**config.mk**
```make
export PLATFORM = sky130hd
export DESIGN_NAME = decode_hazard_ctrl
export DESIGN_NICKNAME = d
export VERILOG_FILES = /design/src/rtl/decode_pkg.sv /design/src/rtl/wb_write_arb.sv /design/src/rtl/decode_hazard_ctrl.sv
export SDC_FILE = /design/constraint.sdc
export NUM_CORES = 1
export LEC_CHECK = 0
export ABC_AREA = 1
export CAP_MARGIN = 15
export CORE_MARGIN = 2
export CORE_UTILIZATION = 42
export CTS_CLUSTER_DIAMETER = 100
export DETAILED_ROUTE_END_ITERATION = 8
export PLACE_DENSITY = 0.69
export RECOVER_POWER = 100
export SETUP_SLACK_MARGIN = 0.05
export SLEW_MARGIN = 20
export SYNTH_ARGS = -nofsm -noshare
export SYNTH_HDL_FRONTEND = slang
export SYNTH_SLANG_ARGS = --single-unit
```
**constraint.sdc**
```tcl
create_clock -name clk -period 2.21 [get_ports clk]
set_input_delay 0.442 -clock clk [delete_from_list [all_inputs] [get_ports clk]]
set_output_delay 0.442 -clock clk [all_outputs]
set_load 0.1 [all_outputs]
```
**src/rtl/decode_pkg.sv**
```systemverilog
// Shared types and sizing for the decode hazard controller.
// Optional feature macro used by this slice: DECODE_WB_BYPASS_EN.
package decode_pkg;

    localparam int unsigned NREG   = 32;
    localparam int unsigned REG_W  = 5;
    localparam int unsigned PEND_W = 2;
    localparam int unsigned XLEN   = 32;

    typedef logic [REG_W-1:0]  reg_ind_t;
    typedef logic [XLEN-1:0]   xlen_t;
    typedef logic [PEND_W-1:0] pend_cnt_t;

    typedef enum logic {
        ARB_EMPTY = 1'b0,
        ARB_FULL  = 1'b1
    } arb_state_e;

    // One register-file write request (index + data)
    typedef struct packed {
        reg_ind_t ind;
        xlen_t    dat;
    } wr_req_t;

    localparam reg_ind_t  REG_ZERO = 5'd0;
    localparam pend_cnt_t PEND_MAX = '1;

endpackage

```
**src/rtl/wb_write_arb.sv**
```systemverilog
// Priority arbiter for the single RF write port: memory loads win,
// a colliding ALU writeback is parked in a 1-entry skid and written next cycle.
module wb_write_arb
    import decode_pkg::*;
(
    input  logic              clk,
    input  logic              rst,
    input  logic              wb_valid,
    input  logic [REG_W-1:0]  wb_rd_ind,
    input  logic [XLEN-1:0]   wb_dat,
    output logic              wb_ready,
    input  logic              mem_valid,
    input  logic [REG_W-1:0]  mem_rd_ind,
    input  logic [XLEN-1:0]   mem_dat,
    output logic              mem_ready,
    output logic              rf_we,
    output logic [REG_W-1:0]  rf_waddr,
    output logic [XLEN-1:0]   rf_wdata
);

    arb_state_e state;
    arb_state_e state_nxt;
    wr_req_t    skid;
    logic       skid_load;
    wr_req_t    wr;
    logic       wr_v;

    // State register and skid capture of the losing writeback
    always_ff @(posedge clk) begin
        if (rst) begin
            state <= ARB_EMPTY;
            skid  <= '0;
        end else begin
            state <= state_nxt;
            if (skid_load) begin
                skid <= '{ind: wb_rd_ind, dat: wb_dat};
            end
        end
    end

    // Next state, readies and the RF write-port mux
    always_comb begin
        state_nxt = state;
        skid_load = 1'b0;
        wb_ready  = 1'b1;
        mem_ready = 1'b1;
        wr_v      = 1'b0;
        wr        = '0;
        case (state)
            ARB_EMPTY: begin
                if (wb_valid && mem_valid) begin
                    wr_v      = 1'b1;
                    wr        = '{ind: mem_rd_ind, dat: mem_dat};
                    skid_load = 1'b1;
                    state_nxt = ARB_FULL;
                end else if (mem_valid) begin
                    wr_v = 1'b1;
                    wr   = '{ind: mem_rd_ind, dat: mem_dat};
                end else if (wb_valid) begin
                    wr_v = 1'b1;
                    wr   = '{ind: wb_rd_ind, dat: wb_dat};
                end
            end
            ARB_FULL: begin
                wb_ready  = 1'b0;
                mem_ready = 1'b0;
                wr_v      = 1'b1;
                wr        = skid;
                state_nxt = ARB_EMPTY;
            end
            default: state_nxt = ARB_EMPTY;
        endcase
        // x0 writes are accepted but never reach the register file
        rf_we    = wr_v && (wr.ind != REG_ZERO);
        rf_waddr = wr.ind;
        rf_wdata = wr.dat;
    end

endmodule

```
**src/rtl/decode_hazard_ctrl.sv**
```systemverilog
// Decode-stage sequencer: per-register in-flight scoreboard, RAW/WAW stall,
// redirect flush, and ownership of the RF write port via wb_write_arb.
// Optional feature macro: DECODE_WB_BYPASS_EN (forward the retiring write to decode).
module decode_hazard_ctrl
    import decode_pkg::*;
(
    input  logic              clk,
    input  logic              rst,
    input  logic              dec_valid,
    input  logic [REG_W-1:0]  dec_rs1_ind,
    input  logic              dec_rs1_use,
    input  logic [REG_W-1:0]  dec_rs2_ind,
    input  logic              dec_rs2_use,
    input  logic [REG_W-1:0]  dec_rd_ind,
    input  logic              dec_rd_wr,
    input  logic              ex_redirect,
    output logic              dec_stall,
    output logic              dec_flush,
    input  logic              wb_valid,
    input  logic [REG_W-1:0]  wb_rd_ind,
    input  logic [XLEN-1:0]   wb_dat,
    output logic              wb_ready,
    input  logic              mem_valid,
    input  logic [REG_W-1:0]  mem_rd_ind,
    input  logic [XLEN-1:0]   mem_dat,
    output logic              mem_ready,
`ifdef DECODE_WB_BYPASS_EN
    output logic              rs1_byp,
    output logic              rs2_byp,
    output logic [XLEN-1:0]   byp_dat,
`endif
    output logic              rf_we,
    output logic [REG_W-1:0]  rf_waddr,
    output logic [XLEN-1:0]   rf_wdata
);

    pend_cnt_t pend_cnt [NREG];
    logic      rs1_fwd;
    logic      rs2_fwd;
    logic      rs1_pend;
    logic      rs2_pend;
    logic      raw;
    logic      waw_full;
    logic      issue;
    logic      retire;

    wb_write_arb u_arb (
        .clk        (clk),
        .rst        (rst),
        .wb_valid   (wb_valid),
        .wb_rd_ind  (wb_rd_ind),
        .wb_dat     (wb_dat),
        .wb_ready   (wb_ready),
        .mem_valid  (mem_valid),
        .mem_rd_ind (mem_rd_ind),
        .mem_dat    (mem_dat),
        .mem_ready  (mem_ready),
        .rf_we      (rf_we),
        .rf_waddr   (rf_waddr),
        .rf_wdata   (rf_wdata)
    );

    // Hazard detection, stall/flush generation and scoreboard issue/retire strobes
    always_comb begin
        rs1_fwd = 1'b0;
        rs2_fwd = 1'b0;
`ifdef DECODE_WB_BYPASS_EN
        // The last in-flight write of a source is on the RF port this cycle
        rs1_fwd = rf_we && (rf_waddr == dec_rs1_ind) && (pend_cnt[dec_rs1_ind] == PEND_W'(1));
        rs2_fwd = rf_we && (rf_waddr == dec_rs2_ind) && (pend_cnt[dec_rs2_ind] == PEND_W'(1));
`endif
        rs1_pend  = dec_rs1_use && (pend_cnt[dec_rs1_ind] != '0) && !rs1_fwd;
        rs2_pend  = dec_rs2_use && (pend_cnt[dec_rs2_ind] != '0) && !rs2_fwd;
        raw       = rs1_pend || rs2_pend;
        waw_full  = dec_rd_wr && (pend_cnt[dec_rd_ind] == PEND_MAX);
        dec_stall = dec_valid && !ex_redirect && (raw || waw_full);
        dec_flush = ex_redirect || dec_stall;
        issue     = dec_valid && !dec_stall && !ex_redirect && dec_rd_wr
                    && (dec_rd_ind != REG_ZERO);
        retire    = rf_we && (rf_waddr != REG_ZERO);
    end

`ifdef DECODE_WB_BYPASS_EN
    assign rs1_byp = dec_rs1_use && rs1_fwd;
    assign rs2_byp = dec_rs2_use && rs2_fwd;
    assign byp_dat = rf_wdata;
`endif

    // Per-register in-flight counters; x0 is never tracked
    always_ff @(posedge clk) begin
        if (rst) begin
            for (int i = 0; i < NREG; i++) begin
                pend_cnt[i] <= '0;
            end
        end else begin
            for (int i = 1; i < NREG; i++) begin
                if (issue && (dec_rd_ind == REG_W'(i))
                    && !(retire && (rf_waddr == REG_W'(i)))) begin
                    pend_cnt[i] <= pend_cnt[i] + PEND_W'(1);
                end else if (retire && (rf_waddr == REG_W'(i))
                    && !(issue && (dec_rd_ind == REG_W'(i)))) begin
                    pend_cnt[i] <= pend_cnt[i] - PEND_W'(1);
                end
            end
        end
    end

    // A retire with nothing in flight means the scoreboard lost track of a writer
    always_ff @(posedge clk) begin
        if (!rst && retire) begin
            assert (pend_cnt[rf_waddr] != '0)
                else $error("retire of x%0d with zero pending writes", rf_waddr);
        end
    end

endmodule

```
======== Yosys cells after proc, flatten, opt, wreduce, memory -nomap -nowiden ========
Memories as Yosys holds them, arrays and structs flattened.
Cells that the tools add are included.
storage, ports and cells
  bits in registers ....................... 38
  memory bits (writable) .................. 64
  input bits .............................. 98
  output and inout bits ................... 42
  logic and storage cells ................. 692
  memories ................................ 1
memory list
  name      words  bits a word  read ports  clocked after Yosys merged registers in  wr ports  RTL line                  text
  pend_cnt  32     2            34          0                                        32        decode_hazard_ctrl.sv:37  pend_cnt_t pend_cnt [NREG];
cells by class
  $add $sub $neg .......................... 62
  eq/ne operators ......................... 63
  mux-type cells .......................... 293
  bitwise operators ....................... 63
  reduce and logical (&&, ||, !) cells .... 207
operators by type and width
  kind                                              number
  two-way mux 1 bit                                 225
  == test 5 bit, second input constant              32
  logical AND 1 bit                                 136
  two-way mux 2 bit                                 62
  two-way mux 37 bit                                3
  == test 5 x 4 -> 1 bit, second input constant     16
  one-hot mux 37 bit (2 select lines)               1
  logical NOT 1 bit                                 64
  adder 2 x 1 -> 2 bit, second input constant       31
  bitwise OR 1 bit                                  62
  subtractor 2 x 1 -> 2 bit, second input constant  31
  == test 5 x 3 -> 1 bit, second input constant     8
  == test 5 x 2 -> 1 bit, second input constant     4
  == test 5 x 1 -> 1 bit, second input constant     2
  nonzero test 5 bit                                2
  one-hot mux 1 bit (2 select lines)                2
  nonzero test 2 bit                                2
  logical OR 1 bit                                  3
  == test 2 bit, second input constant              1
  inverter 1 bit                                    1

======== Longest topological paths before layout ========
An unclocked memory read counts as a cell.
  word-level depth ........................ 19
  gate-level depth with buffers ........... 19
  depth with buffers taken out ............ 18

======== By module ========
Synthesis repeated with hierarchy kept, for this count alone.
unflattened totals
  cells, all modules ...................... 1,287
  area, all modules ....................... 8,023.9 sq um
modules (own cells, without submodules)
  module              times used  cells an instance  area an instance (sq um)  sequential area each (sq um)
  decode_hazard_ctrl  1           943                5,788.1                   1,861.8
  wb_write_arb        1           344                2,235.9                   760.7

======== Least setup slack after synthesis ========
OpenSTA, ideal clock, no wires.
  kind .................................... register to output
  start point ............................. reg u_arb.state
  end point ............................... out rf_wdata[0]
  arrival time ............................ 3,742 ps
  path slack .............................. -1,974 ps
  stages on the path, launching flop included .. 5
  path through ............................ dfxtp_1 > inv_1 > o21ai_1 > clkbuf_1 > o31ai_1
between the ends
  cells in the longest elaborated chain, start to end .. 2
ends and longest elaborated chain
  what                                   RTL line                  text
  start: declaration                     wb_write_arb.sv:21        arb_state_e state;
  start signal: assignment               wb_write_arb.sv:34        state <= state_nxt;
  inverter 1 bit                         wb_write_arb.sv:49        case (state)
  one-hot mux 37 bit (2 select lines) *  wb_write_arb.sv:49
  end: declaration                       decode_hazard_ctrl.sv:34  output logic [XLEN-1:0] rf_wdata
Every way passes the cells marked *; elsewhere a longest branch is shown, timed or not.

==> out/metrics.yaml <==
cells_and_area:
  design.final.nets: 1713
  drive_gt1_frac: 0.343
  diodes: 0
  flow.area_growth_from_synthesis_pct: 77.2
  layoutNonFillerInstCount: 1849
global_routing:
  maximum_number_of_pins_on_one_net_before_global_route_repair: 34
  grt_antenna_before_repair: 0
  grt_pass1_vias: 10200
  grt_busiest_layer: "met2"
  gr-usage-all-layers: 0.341
  globalRouteMet2Util: 0.562
  grt_pass1_wl_um: 53000
  gr_ovfl_total: 0
  grt.met1_usage: 0.418
  grtUsageMet3: 0.0716
synthesis:
  synth-edff-count: 62
  syn_nets: 1378
  netlist_top_cells_count: "sky130_fd_sc_hd__nand2_1, sky130_fd_sc_hd__nor2_1, sky130_fd_sc_hd__nand3_1"
  synthTopCellsByArea: "sky130_fd_sc_hd__edfxtp_1, sky130_fd_sc_hd__nand2_1, sky130_fd_sc_hd__nor2_1, sky130_fd_sc_hd__dfxtp_1, sky130_fd_sc_hd__nand3_1"
  area_share_of_the_largest_cell_type_after_synthesis: 0.240
  synthesis.area_mm2: 0.00775
  number_of_distinct_library_cell_variants_in_the_gate_level_netlist_after_synthesis: 30
  count_of_mapped_cells_out_of_synthesis: 1280
  ys_ff_latch: 100
  synthFlopType: "sky130_fd_sc_hd__edfxtp_1"
  ys_async_sr_fraction: 0
  synth_most_common_cell: "sky130_fd_sc_hd__nand2_1"
  synth.yosys.warnings: 0
  seq_area_frac_synth: 0.338
  syn-mean-instance-area_um2: 6.06
  synth_top_area_cell: "sky130_fd_sc_hd__edfxtp_1"
power_and_ir_drop:
  power.ir.vdd_worst_mv: 0.586
  pwr-share-clk: 0.252
  p_sw_frac: 0.389
  combinational_cell_fraction_of_total_power: 0.423
  p_sw_mw: 2.69
  p_seq_frac: 0.325
  fin_total_pwr_mw: 6.92
  cellPowerDensity_mw_per_mm2: 504
  internal_power_mw: 4.23
  pleak_nw: 6.09
floorplan:
  die_width_um: 140
  core_mm2: 0.0180
  dieArea_mm2: 0.0196
  total_i_o_pin_count: 140
  die_h_um: 140
  start_util: 0.430
  rows: 49
clock_network:
  holdBufCountCts: 0
  number_of_buffers_inserted_during_clock_tree_synthesis: 9
  cts.htree.levels: 3
  numClockSinks: 100
  clkSlewWorstSetupHoldPaths_ns: 0.08
  tritoncts: "done"
  cts_root_buf: "sky130_fd_sc_hd__clkbuf_16"
  clk_path_buf_depth: 2
  clk-insertion-delay-late_ns: 0.37
worst_setup_path:
  endpoint: "dec_stall"
  worstSetupEndpointType: "output pin"
  rr_worst_depth: 18
  reg2reg_setup_slack_ns: -0.55
  r2r_end: "pend_cnt[20][1]"
  timing.rr.start: "pend_cnt[17][1]"
  worstPathMaxFanout: 4
  critical_path_arrival_ns: 2.32
  worst_setup_path_start_kind: "register"
  startpoint: "pend_cnt[17][1]"
  timing.critical_path.required_ns: 1.77
  criticalPathCategory: "register to output pin"
timing:
  finalMaxSlewViolations: 0
  report.final.setup_viol: 118
  report.final.hold_viol_count: 0
  maxSlewHeadroom: 0.358
  fin_worst_skew_ns: 0.0111
  tns_ns: -50.56
  grt_setup_unrepaired: "yes"
  fin_ws_ns: -0.551
  max_freq_mhz: 362
  final.min_clock_period_ns: 2.76
  fin_hold_ws_ns: 0.454
  worstMarginPinSlew_ns: 0.955
  timing.final.crit_share: 1.25
run_status:
  run_status: "finished with violations"
  violations: "setup timing"
route:
  route.detailed.vias_per_inst: 5.73
  drt_pass1_iterations: 5
  detailedRoute.firstIterationViolations: 1086
  drt_drc_violations_left: 0
  ant_nets: 0
  via_count: 10600
  routedWlPerCell_um: 19.3
  routed_wl_um: 35600
place:
  post_detailed_placement_half_perimeter_wirelength_um: 22900
  numPortBuffers: 139
  place_congestion: 0.980
  cell_count_after_placement: 1781
flow_run:
  drv_cap: 0
min_path:
  min-delay-path-class: "primary input to register"
## cells by family after synthesis
| family | after synthesis | synth area share |
|---|---|---|
| AO/OA/AOI/OAI | 160 | 0.116 |
| AND/OR/NAND/NOR | 838 | 0.438 |
| buffers and inverters | 158 | 0.0810 |
| multiplexers | 1 | 0.00129 |
| flip-flops | 100 | 0.338 |
| XOR/XNOR | 23 | 0.0260 |
## flip-flops by register name (all words and copies together), names as in the netlist
| signal | count |
|---|---|
| pend_cnt | 62 |
| u_arb.skid | 37 |
| u_arb.state | 1 |
## stage by stage
| stage | instance area (um^2) | util | setup WS (ns) |
|---|---|---|---|
| 2_1_floorplan | 8470 | - | -0.851 |
| 3_3_place_gp | 11800 | 0.654 | -0.860 |
| 3_5_place_dp | 11800 | 0.654 | -0.888 |
| 4_1_cts | 13200 | 0.733 | -0.447 |
| 5_1_grt | 13700 | 0.762 | -0.651 |
| 6_report | 13700 | 0.762 | -0.551 |
## cells in the final DEF (no fill, tap or decap), types with 13 or more instances in the layout
cell type                         instances
sky130_fd_sc_hd__nand2_4                 22
sky130_fd_sc_hd__buf_4                  181
sky130_fd_sc_hd__nand2_1                337
sky130_fd_sc_hd__o31ai_4                 31
sky130_fd_sc_hd__nand4_1                 25
sky130_fd_sc_hd__edfxtp_1                62
sky130_fd_sc_hd__nor2_1                 276
sky130_fd_sc_hd__inv_2                   22
sky130_fd_sc_hd__nand3_1                 51
sky130_fd_sc_hd__xor2_1                  22
sky130_fd_sc_hd__nand3_2                 42
sky130_fd_sc_hd__nor2_4                  17
sky130_fd_sc_hd__dfxtp_1                 38
sky130_fd_sc_hd__a21oi_2                 22
sky130_fd_sc_hd__inv_1                   63
sky130_fd_sc_hd__buf_6                   32
sky130_fd_sc_hd__o21ai_0                 58
sky130_fd_sc_hd__nand3_4                 13
sky130_fd_sc_hd__buf_12                  57
sky130_fd_sc_hd__nand2_2                 23
sky130_fd_sc_hd__clkdlybuf4s50_1         79
## final cells by class
class                   instances  area (um^2)
well taps                     229          287
inverters                     100          420
flip-flops and latches        100         2620
clock inverters                 7         80.1
repair buffers                382         4030
fillers                      1273         4290
multi-input cells            1022         6070
clock buffers                   9          225
## worst max-delay path, cell delays in order (launching register included)
cell,delay [ns]
sky130_fd_sc_hd__edfxtp_1,0.52
sky130_fd_sc_hd__nand2_1,0.12
sky130_fd_sc_hd__nand2_1,0.08
sky130_fd_sc_hd__nand2_1,0.08
sky130_fd_sc_hd__nand3_2,0.08
sky130_fd_sc_hd__nand2_1,0.07
sky130_fd_sc_hd__nand2_1,0.06
sky130_fd_sc_hd__o21ai_2,0.16
sky130_fd_sc_hd__nand2_2,0.11
sky130_fd_sc_hd__nand3_2,0.11
sky130_fd_sc_hd__nand3_4,0.07
sky130_fd_sc_hd__buf_6,0.12
sky130_fd_sc_hd__nand3_4,0.07
sky130_fd_sc_hd__clkinvlp_4,0.10
sky130_fd_sc_hd__buf_12,0.17
## power by group through the flow
| stage | Combinational, mW | Clock [mW] | Sequential, mW |
|---|---|---|---|
| after global routing | 3.08 | 1.81 | 2.26 |
| after detailed placement | 2.53 | 0 | 2.28 |
| after CTS | 2.76 | 1.74 | 2.24 |
| after global placement | 2.51 | 0 | 2.27 |
| after floorplan | 1.46 | 0 | 2.25 |
| final | 2.93 | 1.74 | 2.25 |
## worst min-delay path by stage
stage / start / cells past startpoint / end
after global routing: u_arb.skid[19] / 2 / u_arb.skid[19]
after global placement: u_arb.skid[13] / 2 / u_arb.skid[13]
final: wb_rd_ind[3] / 3 / u_arb.skid[35]
after floorplan: u_arb.skid[0] / 2 / u_arb.skid[0]
after CTS: wb_rd_ind[2] / 3 / u_arb.skid[34]
after detailed placement: u_arb.skid[31] / 2 / u_arb.skid[31]
## repair_timing
| action | 4_1_cts | 5_1_grt |
|---|---|---|
| resized for setup | 203 | 102 |
| setup buffers | 29 | 24 |
| gates cloned | 9 | 1 |
| pin swaps | 76 | 83 |
| endpoints found under the hold margin | 0 | 0 |
| endpoints found under the setup margin | 150 | 138 |
## metal layers
layer / vias to the layer above / share of wire
li1: 4838 / -
met3: 180 / 0.10
met2: 656 / 0.47
met4: 0 / 0.059
met5: - / 0
met1: 4925 / 0.37
Note: power is estimated with default switching activity, not from simulation.
